[src/rtl/sipo8_loader.sv]
// -----------------------------------------------------------------------------
// sipo8_loader
//
// Serial-in / parallel-out front end for a downstream 8-bit register.
// Collects DATA_W serial bits into a word and shows the word on byte_out.
// It then raises load_en for one cycle so that the downstream register captures
// exactly one complete word per frame. Partial words are never visible, because
// byte_out comes from a separate holding register that is updated only when a
// frame completes.
//
// Parameters
//   DATA_W     word width in bits (2..32)
//   MSB_FIRST  1: first serial bit ends up in byte_out[DATA_W-1]
//              0: first serial bit ends up in byte_out[0]
//
// Ports
//   Clk        system clock, rising edge
//   Res        asynchronous active-low reset
//   start      begin a frame (taken in IDLE and LOAD)
//   abort      cancel the current frame (taken in SHIFT)
//   ser_in     serial data bit
//   ser_valid  ser_in is valid this cycle
//   byte_out   last completed word, stable between loads
//   load_en    one-cycle enable strobe for the downstream register
//   busy       high while a frame is being shifted in
//   bit_cnt    bits received so far in the current frame
//   ovr        sticky overrun flag (bit offered while in LOAD)
// -----------------------------------------------------------------------------
module sipo8_loader #(
  parameter int  DATA_W    = 8,
  parameter bit  MSB_FIRST = 1'b1,
  localparam int CW        = $clog2(DATA_W)
) (
  input  logic              Clk,
  input  logic              Res,
  input  logic              start,
  input  logic              abort,
  input  logic              ser_in,
  input  logic              ser_valid,
  output logic [DATA_W-1:0] byte_out,
  output logic              load_en,
  output logic              busy,
  output logic [CW-1:0]     bit_cnt,
  output logic              ovr
);

  localparam logic [1:0] ST_IDLE  = 2'd0;
  localparam logic [1:0] ST_SHIFT = 2'd1;
  localparam logic [1:0] ST_LOAD  = 2'd2;

  logic [1:0]        r_state;
  logic [DATA_W-1:0] r_sreg;
  logic [DATA_W-1:0] r_byte;
  logic [CW-1:0]     r_cnt;
  logic              r_ovr;

  logic [DATA_W-1:0] w_shifted;
  logic              w_last_bit;

  // Next shift-register value, including the bit on ser_in this cycle. The
  // completed word is taken from here rather than from r_sreg, so that the
  // last bit is already part of the word when it is loaded.
  // NOTE: every signal assigned in always_comb receives a value on every path,
  // so no latch is inferred.
  always_comb begin
    w_shifted = r_sreg;
    if (MSB_FIRST) begin
      w_shifted = {r_sreg[DATA_W-2:0], ser_in};
    end else begin
      w_shifted = {ser_in, r_sreg[DATA_W-1:1]};
    end
  end

  assign w_last_bit = (r_cnt == CW'(DATA_W - 1));

  // NOTE: sequential state uses only non-blocking assignments, so every
  // register in this block reads the pre-edge values of the others.
  always_ff @(posedge Clk or negedge Res) begin
    if (!Res) begin
      r_state <= ST_IDLE;
      r_sreg  <= '0;
      r_byte  <= '0;
      r_cnt   <= '0;
      r_ovr   <= 1'b0;
    end else begin
      case (r_state)
        ST_IDLE: begin
          if (start) begin
            r_state <= ST_SHIFT;
            r_sreg  <= '0;
            r_cnt   <= '0;
            r_ovr   <= 1'b0;
          end
        end

        ST_SHIFT: begin
          // abort wins even when this cycle carries the last bit.
          if (abort) begin
            r_state <= ST_IDLE;
            r_cnt   <= '0;
          end else if (ser_valid) begin
            r_sreg <= w_shifted;
            if (w_last_bit) begin
              r_byte  <= w_shifted;
              r_cnt   <= '0;
              r_state <= ST_LOAD;
            end else begin
              r_cnt <= r_cnt + CW'(1);
            end
          end
        end

        ST_LOAD: begin
          // No shifting happens in LOAD. An offered bit is dropped and flagged.
          // Clearing ovr is done only from IDLE, so a set here always holds.
          if (ser_valid) begin
            r_ovr <= 1'b1;
          end
          if (start) begin
            r_state <= ST_SHIFT;
            r_sreg  <= '0;
            r_cnt   <= '0;
          end else begin
            r_state <= ST_IDLE;
          end
        end

        // The fourth encoding is never entered, but it recovers to IDLE.
        default: r_state <= ST_IDLE;
      endcase
    end
  end

  // busy and load_en are decoded straight from the asynchronously reset state
  // register, so they fall as soon as Res is asserted.
  assign busy     = (r_state == ST_SHIFT);
  assign load_en  = (r_state == ST_LOAD);
  assign byte_out = r_byte;
  assign bit_cnt  = r_cnt;
  assign ovr      = r_ovr;

endmodule
[config.mk]
export PLATFORM = sky130hd
export DESIGN_NAME = sipo8_loader
export DESIGN_NICKNAME = d
export VERILOG_FILES = /design/src/rtl/sipo8_loader.sv
export SDC_FILE = /design/constraint.sdc
export NUM_CORES = 1
export LEC_CHECK = 0
export CORE_MARGIN = 2
export CORE_UTILIZATION = 48
export CTS_CLUSTER_DIAMETER = 100
export DETAILED_ROUTE_END_ITERATION = 8
export GPL_ROUTABILITY_DRIVEN = 0
export PLACE_DENSITY = 0.73
export SETUP_SLACK_MARGIN = 0.3
export SKIP_LAST_GASP = 1
export SLEW_MARGIN = 5
export SYNTH_ARGS = -nofsm -noshare
export SYNTH_HDL_FRONTEND = slang
export SYNTH_SLANG_ARGS = --single-unit
[constraint.sdc]
create_clock -name Clk -period 1.86 [get_ports Clk]
set_clock_uncertainty 0.1 [all_clocks]
set_input_delay 0.372 -clock Clk [delete_from_list [all_inputs] [get_ports Clk]]
set_output_delay 0.372 -clock Clk [all_outputs]
set_load 0.05 [all_outputs]
Word level (Yosys, flattened, before mapping)
Index checks and enable logic that the tools add are counted.
- register bits after elaboration: 21
- bits in latches: 0
- RAM bits: 0
- bits in read-only memories: 0
- input bits: 6
- output and inout port bits: 14
- word-level logic and storage cells: 44
- memories: 0
- $add $sub $neg: 1
- $mul: 0
- div/mod/pow operators: 0
- magnitude comparators: 0
- equal/unequal tests: 10
- shift-type cells: 0
- mux-type cells: 18
- bitwise logic cells: 1
- reductions and logical operators: 9
- operators with widths (operator ; number):
    $mux W7 ; 3
    $pmux W7 S2 ; 1
    $mux W3 ; 4
    $reduce_and A3 Y1 ; 3
    $mux W2 ; 4
    $ne A2 B2 Y1 const B ; 4
    $reduce_and A4 Y1 ; 2
    $pmux W2 S3 ; 1
    $pmux W3 S2 ; 1
    $reduce_bool A2 Y1 ; 2
    $add A3 B1 Y3 const B ; 1
    $eq A3 B3 Y1 const B ; 1
    $mux W1 ; 3
    $ne A3 B2 Y1 const B ; 1
    $ne A3 B3 Y1 const B ; 1
    $eq A2 B1 Y1 const B ; 1
    $eq A2 B2 Y1 const B ; 1
    $logic_not A2 Y1 ; 1
    $ne A2 B1 Y1 const B ; 1
    $pmux W1 S2 ; 1
    $reduce_or A2 Y1 ; 1
    $not A1 Y1 ; 1

Logic depth before layout (Yosys ltp)
Gate-level depths: netlist (run 1).
- depth in word-level cells: 5
- depth in mapped cells: 6
- mapped depth without buffers: 5

Worst setup path after synthesis (run 1)
OpenSTA, ideal clock, no wires.
- path kind: reg-to-reg
- from: reg r_cnt[0], in the netlist bit_cnt[0]
- to: reg r_byte[0], in the netlist byte_out[0]
- setup time: 0.125 ns
- arrival time: 1.729 ns
- data required time: 1.635 ns
- slack: -0.095 ns
- cell stages (with the launch flop): 7
- buffers on the path: 1
- clock period less this slack: 1.955 ns
- cell sequence: dfrtp_1 ha_1 ha_1 and2_1 nor2b_4 buf_12 mux2_4
- longest elaborated chain between the ends: 2
- RTL lines (what ; line ; RTL):
    start: declaration ; 54 ; logic [CW-1:0] r_cnt;
    start signal: assignment ; 108 ; r_cnt <= r_cnt + CW'(1);
    $eq A3 B3 Y1 ; 74 ; assign w_last_bit = (r_cnt == CW'(DATA_W - 1));
    $reduce_and A4 Y1 (no source line) ; -- ;
    end signal: assignment ; 104 ; r_byte <= w_shifted;
    end: declaration ; 53 ; logic [DATA_W-1:0] r_byte;
No other way between the ends.
A chain may end at the register's enable or synchronous reset.

Worst setup path in the final report (run 1)
- from: reg r_cnt[0], in the netlist bit_cnt[0]
- to: reg r_byte[3], in the netlist byte_out[3]
The elaborated chain is that of the path after synthesis.

==> results of run 1 <==
-- layout make-up --
type / instances / area (um2) / area share
timing repair buffer: 30 / 297.8 / 0.2237
sequential: 21 / 529.3 / 0.3976
multi-input combinational: 50 / 440.4 / 0.3308
tap: 27 / 33.78 / 0.02538
inverter: 1 / 3.754 / 0.002820
clock buffer: 4 / 26.28 / 0.01974
-- through the flow --
stage / cell area [um2] / hold slack, ns / setup WS, ns
6_report: 1331 / 0.3090 / 0.1774
5_1_grt: 1331 / 0.3308 / 0.1415
4_1_cts: 1285 / 0.3067 / 0.1671
3_5_place_dp: 1220 / 0.3981 / -0.1783
3_3_place_gp: 1220 / 0.3914 / -0.1406
2_1_floorplan: 977.2 / -0.02359 / 0.1069
-- worst reg2reg max path, delay by kind of cell (launching register included) --
family	cells	cell delay (ns)
muxes	1	0.29
DFF	1	0.46
and+or+nand+nor	2	0.26
buffers and inverters	1	0.14
adders and majority gates	2	0.34
-- registers in the layout, summed over array words and instances, names as in the netlist --
signal    flops
bit_cnt       3
byte_out      8
ovr           1
r_sreg        7
r_state       2
-- power by group through the flow --
| stage | Sequential (W) | Clock (W) | Combinational (W) |
|---|---|---|---|
| 3_5_place_dp | 0.000502 | 0 | 0.000170 |
| 2_1_floorplan | 0.000525 | 0 | 0.0000694 |
| 4_1_cts | 0.000494 | 0.000223 | 0.000191 |
| 3_3_place_gp | 0.000501 | 0 | 0.000161 |
| 5_1_grt | 0.000496 | 0.000239 | 0.000228 |
| 6_report | 0.000494 | 0.000211 | 0.000212 |
-- cell families after synthesis --
group / count (synthesis) / synth area share
and+or+nand+nor: 26 / 0.1525
DFF: 21 / 0.5570
AOI/OAI and AO/OA: 11 / 0.06631
muxes: 11 / 0.1631
buffers and inverters: 4 / 0.03447
adders and majority gates: 2 / 0.02652
-- placed cells by master (no fill, tap or decap), types with 2 or more instances in the layout --
cell type	n
mux2_4	11
a21oi_1	2
dfrtp_1	18
nor2_1	2
o21ai_0	8
ha_4	2
dfrtp_2	3
clkbuf_4	3
buf_12	4
buf_4	18
buf_6	3
nand2_1	14
clkdlybuf4s50_1	4
-- timing repair --
action,in CTS,in global routing
pin swaps,1,1
resized for setup,7,3
buffers inserted,2,3
endpoints found under the setup margin,13,13
-- how the worst max path moves through the flow --
stage                           from     endpoint  slack [ns]  depth (start not counted)
final                     bit_cnt[0]  byte_out[3]        0.18                          6
after global routing      bit_cnt[0]  byte_out[3]        0.14                          6
after CTS                 bit_cnt[0]  byte_out[4]        0.17                          6
after detailed placement       abort  byte_out[4]       -0.18                          5
after global placement         abort  byte_out[4]       -0.14                          5
after floorplan           bit_cnt[0]  byte_out[0]        0.11                          6
-- layer usage --
metal / track usage / up-vias
li1: - / 321
met1: 0.2238 / 332
met2: 0.3009 / 14
met3: 0.02160 / 2
met4: 0.07143 / 0
met5: 0 / -
==> impl_metrics.json, run 1 <==
{
  "status": "completed",
  "fillers": 150,
  "drive_gt1_frac": 0.4811,
  "die-area_mm2": 0.002336,
  "top_layer_used": "met4",
  "seq_area_frac_synth": 0.5570,
  "die_h_um": 48.34,
  "power-per-cell-area_mw_per_mm2": 688.5,
  "power.total_w": 0.0009166,
  "ir_worst_vdd_uv": 499.7,
  "rsz0062_at_grt": "true",
  "grt_use_total": 0.1746,
  "vias_per_cell": 5.030,
  "n_antenna_cell": 0,
  "drtIter0Drc": 7,
  "synth_top_area_share": 0.5570,
  "final_nets": 115,
  "async_flop_share": 1.000,
  "ctsHoldBuffers": 0,
  "r2r_slack_ns": 0.18,
  "finalSetupViolations": 0,
  "cp-end-kind": "register",
  "vias": 669,
  "synth_edf_count": 0,
  "antenna_found_initial": 0,
  "yosysWarnings": 0,
  "p_leak_nw": 0.6212,
  "final_max_slew_viol_count": 0,
  "switchingPower_w": 0.0002550,
  "path_buf_inv": 1,
  "syn_avg_cell_area_um2": 12.58,
  "seqPwrFrac": 0.539,
  "hpwl_um": 1291,
  "sw_frac_of_total": 0.2782,
  "drcViolationCount": 0,
  "hold_viol_final": 0,
  "max-cap-violations": 0,
  "internal-power_w": 0.0006616,
  "maxSlewHeadroom": 0.7848,
  "htreeDepth": 1,
  "initial_core_util": 0.4961,
  "start_kind": "register",
  "clock_sinks": 21,
  "max_freq_ghz": 0.5943,
  "netlist_top_cells_count": "21 x dfrtp_1, 14 x nand2_1, 8 x mux2_4, 8 x o21ai_0",
  "clk_pin_slew_ns": 0.11,
  "fp.dieW_um": 48.34,
  "max_stage_delay_ns": 0.46,
  "syn_to_final_growth_pct": 41.11,
  "hp-class": "input pin to async pin",
  "crit_arrival_ns": 1.77,
  "path_cells": "ha_4, ha_4, and2_4, nor2b_4, buf_12, mux2_4",
  "pin_count": 20,
  "comb_power_share": 0.232,
  "cts_buffer_depth": 2,
  "grt_max_degree": 22,
  "ant_nets": 0,
  "grt_pass1_vias": 671,
  "met2_length_um": 947,
  "required_ns": 1.95,
  "firstDrtPassIters": 4,
  "critPathSlowestCell": "dfrtp_2",
  "critPathKind": "register to register",
  "clockRootBuffer": "clkbuf_4",
  "gr-total-overflow": 0,
  "synth_ff_type": "dfrtp_1",
  "final_cells": 133,
  "clock_latency_ns": 0.29,
  "route.met3.wl_um": 63,
  "grt_pass1_wl_um": 3174,
  "rows": 16,
  "port_buffers": 19,
  "wl_per_cell_um": 13.83,
  "synth.most_common_cell": "dfrtp_1",
  "synth.distinct_cells": 22,
  "postSynthCellCount": 75,
  "routed_wirelength_um": 1840,
  "syn_area_um2": 943.4,
  "dp.cells": 124,
  "ys_seq_elements": 21,
  "critPathTopFamily": "flip-flops",
  "worst_pin_slew_ns": 0.3229,
  "clkPwrFrac": 0.230,
  "cts_buffers": 3,
  "mappedNetlistNets": 83,
  "min_period_ns": 1.683,
  "reg2reg_to": "byte_out[3]",
  "worst_path_most_repeated_cell": "ha_4",
  "r2r-start": "bit_cnt[0]",
  "netlist_top_cells_area": "dfrtp_1 56%, mux2_4 13%, nand2_1 5.6%",
  "yosys.area.top_type": "dfrtp_1",
  "min_period_over_period": 0.9046,
  "finalSetupTns_ns": 0,
  "ff2ff_path_depth": 6,
  "post-route-util": 0.7000,
  "drt-met1-wl_um": 814,
  "cts_tree": "yes",
  "core_mm2": 0.001902,
  "path_max_fanout": 9
}
Power figures use the tool's default switching activity.
==> run 2: changes to the inputs <==
==> constraint.sdc (replaced) <==
create_clock -name Clk -period 1.86 [get_ports Clk]
set_clock_uncertainty 0.1 [all_clocks]
set_input_delay 0.279 -clock Clk [delete_from_list [all_inputs] [get_ports Clk]]
set_output_delay 0.279 -clock Clk [all_outputs]
set_load 0.05 [all_outputs]
==> impl_metrics.json, run 2 (synthesis gave the netlist of run 1 again) <==
{
  "post_dp_cell_area_mm2": 0.001202,
  "switchingPower_w": 0.0002567,
  "finalSetupViolations": 0,
  "start_kind": "register",
  "max-cap-violations": 0,
  "layout_common_cells": "19 x buf_4, 17 x dfrtp_1, 14 x nand2_1",
  "worst_pin_slew_ns": 0.2899,
  "htreeDepth": 1,
  "clk_pin_slew_ns": 0.12,
  "syn_to_final_growth_pct": 35.94,
  "final_common_cell": "buf_4",
  "grt_use_total": 0.1631,
  "die_h_um": 48.34,
  "ir_worst_vdd_uv": 423.2,
  "whs_ns": 0.2111,
  "p_leak_nw": 0.5942,
  "critPathKind": "register to register",
  "wl_per_cell_um": 13.54,
  "fp.dieW_um": 48.34,
  "cts_tree": "yes",
  "power-per-cell-area_mw_per_mm2": 698.8,
  "drcViolationCount": 0,
  "status": "completed",
  "dp.cells": 122,
  "rows": 16,
  "gr-total-overflow": 0,
  "sw_frac_of_total": 0.2864,
  "antenna_found_initial": 0,
  "cts_buffers": 3,
  "port_buffers": 19,
  "drive_gt1_frac": 0.4951,
  "pin_count": 20,
  "rsz0062_at_grt": "true",
  "crit_arrival_ns": 1.76,
  "core_mm2": 0.001902,
  "n_antenna_cell": 0,
  "die-area_mm2": 0.002336,
  "vias": 645,
  "routed_wirelength_um": 1760,
  "final_max_slew_viol_count": 0,
  "fin_ws_ns": 0.1977,
  "final_nets": 112,
  "cp-end-kind": "register",
  "path_max_fanout": 9,
  "drtIter0Drc": 4,
  "initial_core_util": 0.4961,
  "largest_register_ffs": 8,
  "fin_area_mm2": 0.001282,
  "hpwl_um": 1273,
  "pre_cts_ws_ns": -0.09080,
  "vias_per_cell": 4.962,
  "clock_sinks": 21,
  "firstDrtPassIters": 3,
  "hp-class": "input pin to async pin",
  "ant_nets": 0,
  "maxSlewHeadroom": 0.8068,
  "internal-power_w": 0.0006395,
  "clkPwrFrac": 0.241,
  "clockRootBuffer": "clkbuf_4",
  "comb_power_share": 0.211,
  "min_period_over_period": 0.8937,
  "post-route-util": 0.6743,
  "hold_viol_final": 0,
  "fillers": 146,
  "grt_pass1_wl_um": 2953,
  "max_freq_ghz": 0.6016,
  "final_cells": 130,
  "grt_max_degree": 22,
  "clock_latency_ns": 0.30,
  "ctsHoldBuffers": 0,
  "required_ns": 1.96,
  "cts_buffer_depth": 2,
  "grt_pass1_vias": 661,
  "seqPwrFrac": 0.548,
  "min_period_ns": 1.662
}
## run 2: per-layer routing
metal,part of all wire,up-vias,GRT usage
li1,-,311,-
met1,0.44,317,0.2049
met2,0.50,15,0.2824
met3,0.048,2,0.02778
met4,0.0080,0,0.06190
met5,0,-,0
## run 2: final timing paths
kind / startpoint / end / slack (ns) / cells after the start
min in group Clk: r_sreg[2] / r_sreg[3] / 0.42 / 2
setup / recovery: bit_cnt[1] / byte_out[0] / 0.20 / 6
hold / removal: Res / byte_out[4] / 0.21 / 2
setup reg to reg: bit_cnt[1] / byte_out[0] / 0.20 / 6
max in group asynchronous: Res / r_state[1] / 1.21 / 2
hold reg to reg: r_sreg[2] / r_sreg[3] / 0.42 / 2
## run 2: power groups by stage
stage               clock [W]  sequential (W)  combinational (W)
floorplan                   0        0.000525          0.0000680
global placement            0        0.000500           0.000157
detailed placement          0        0.000501           0.000163
CTS                  0.000220        0.000491           0.000179
global route         0.000240        0.000494           0.000203
finish               0.000216        0.000491           0.000189
## run 2: timing repair
| action | CTS | global route |
|---|---|---|
| gates resized for setup | 3 | 4 |
| pin swaps | 1 | 0 |
| endpoints found under the setup margin | 9 | 13 |
| buffers inserted | 2 | 2 |
## run 2: final cells by class
cell class,count,area (um2),area share
clock buffer,3,22.52,0.01756
clock inverter,1,5.005,0.003902
inverter,1,3.754,0.002927
multi-input combinational,50,434.2,0.3385
sequential,21,530.5,0.4137
tap,27,33.78,0.02634
timing repair buffer,27,252.7,0.1971
## run 2: worst max-delay path, stage by stage, from the launching register on
cell	delay (ns)
dfrtp_2	0.45
ha_4	0.17
ha_4	0.16
and2_4	0.13
nor2b_4	0.13
buf_12	0.14
mux2_4	0.30
## run 2: per-stage QoR
step	TNS, ns	total power [W]
after floorplan	0	0.0005926
after global placement	-0.3280	0.0006575
after detailed placement	-0.6872	0.0006643
after CTS	0	0.0008889
after global routing	0	0.0009368
final	0	0.0008962
==> run 3: changes to the inputs <==
--- a/config.mk
+++ b/config.mk
@@ -10,6 +10,7 @@
 export CTS_CLUSTER_DIAMETER = 100
 export DETAILED_ROUTE_END_ITERATION = 8
 export GPL_ROUTABILITY_DRIVEN = 0
+export GPL_TIMING_DRIVEN = 0
 export PLACE_DENSITY = 0.73
 export SETUP_SLACK_MARGIN = 0.3
 export SKIP_LAST_GASP = 1
==> impl_metrics.json, run 3 (synthesis gave the netlist of run 1 again) <==
{
  "cts_tree": "yes",
  "clockRootBuffer": "clkbuf_4",
  "post_cts_buffers": 0,
  "clock_latency_ns": 0.30,
  "largest_register_ffs": 8,
  "crit_arrival_ns": 1.77,
  "hpwl_um": 1222,
  "die-area_mm2": 0.002336,
  "path_max_fanout": 9,
  "clk_pin_slew_ns": 0.12,
  "critPathSlowestCell": "dfrtp_2",
  "final_cells": 125,
  "clock_sinks": 21,
  "max_stage_delay_ns": 0.46,
  "vias": 624,
  "dp.cells": 121,
  "ctsHoldBuffers": 0,
  "htreeDepth": 1,
  "status": "completed",
  "ant_nets": 0,
  "core_mm2": 0.001902,
  "grt_pass1_wl_um": 2870,
  "grt_max_degree": 22,
  "post-route-util": 0.6342,
  "n_antenna_cell": 0,
  "ir_worst_vdd_uv": 507.8,
  "path_buf_inv": 1,
  "max-cap-violations": 0,
  "fp.dieW_um": 48.34,
  "final_max_slew_viol_count": 0,
  "hp-class": "input pin to async pin",
  "firstDrtPassIters": 4,
  "p_leak_nw": 0.5460,
  "power-per-cell-area_mw_per_mm2": 706.0,
  "drive_gt1_frac": 0.4184,
  "fillers": 159,
  "antenna_found_initial": 0,
  "fin_area_mm2": 0.001206,
  "grt_use_total": 0.1553,
  "die_h_um": 48.34,
  "min_period_over_period": 0.8994,
  "cts_resized": 41,
  "path_cells": "ha_4, ha_4, and2_4, nor2b_4, buf_12, mux2_4",
  "cp-end-kind": "register",
  "routed_wirelength_um": 1747,
  "syn_to_final_growth_pct": 27.85,
  "finalSetupViolations": 0,
  "layout_common_cells": "18 x dfrtp_1, 14 x nand2_1, 8 x mux2_4, 8 x o21ai_0",
  "gr-total-overflow": 0,
  "critPathKind": "register to register",
  "post_dp_cell_area_mm2": 0.001199,
  "initial_core_util": 0.4961,
  "min_period_ns": 1.673,
  "drcViolationCount": 0,
  "grt_pass1_vias": 611,
  "final_nets": 107,
  "worst_pin_slew_ns": 0.9332,
  "required_ns": 1.95,
  "worst_path_most_repeated_cell": "ha_4",
  "maxSlewHeadroom": 0.3759,
  "cts_buffers": 3,
  "critPathTopFamily": "flip-flops",
  "cts_buffer_depth": 2,
  "start_kind": "register",
  "max_freq_ghz": 0.5978,
  "rows": 16,
  "wl_per_cell_um": 13.98,
  "rsz0062_at_grt": "true",
  "hold_viol_final": 0,
  "drtIter0Drc": 5,
  "vias_per_cell": 4.992,
  "final_common_cell": "dfrtp_1",
  "port_buffers": 19,
  "pin_count": 20
}
## run 3: power breakdown
| group | internal (W) | switching (W) | total [W] |
|---|---|---|---|
| registers | 0.000474 | 0.0000182 | 0.000492 |
| clock network | 0.0000799 | 0.000137 | 0.000217 |
| logic | 0.0000536 | 0.0000885 | 0.000142 |
## run 3: through the flow
stage	TNS [ns]	hold slack, ns	power, W	setup slack (ns)
after floorplan	0	-0.1166	0.0005926	0.1069
after global placement	-1.512	0.3879	0.0006475	-0.1831
after detailed placement	-1.709	0.3986	0.0006503	-0.1989
after CTS	0	0.4279	0.0008580	0.1812
after global routing	0	0.4444	0.0008966	0.1585
final	0	0.3880	0.0008515	0.1871
## run 3: worst paths after layout
check                                 start           to  slack, ns  cells after the start
worst min-delay path                    Res  byte_out[6]       0.39                      1
worst min register to register  byte_out[0]  byte_out[0]       0.42                      1
max in group asynchronous               Res   bit_cnt[0]       0.65                      1
min in group Clk                byte_out[0]  byte_out[0]       0.42                      1
worst max-delay path             bit_cnt[0]  byte_out[3]       0.19                      6
worst max register to register   bit_cnt[0]  byte_out[3]       0.19                      6
## run 3: area by class of cell
type / count / area, um2 / area share
clock inverter: 1 / 5.005 / 0.004149
buffer: 3 / 30.03 / 0.02490
inverter: 1 / 3.754 / 0.003112
multi-input combinational: 50 / 412.9 / 0.3423
sequential: 21 / 529.3 / 0.4388
tap: 27 / 33.78 / 0.02801
timing repair buffer: 19 / 168.9 / 0.1400
clock buffer: 3 / 22.52 / 0.01867
## run 3: layer usage
layer  GRT usage  part of all wire
met1      0.2140              0.50
met2      0.2639              0.47
met3     0.02469             0.034
met4     0.02857                 0
met5           0                 0
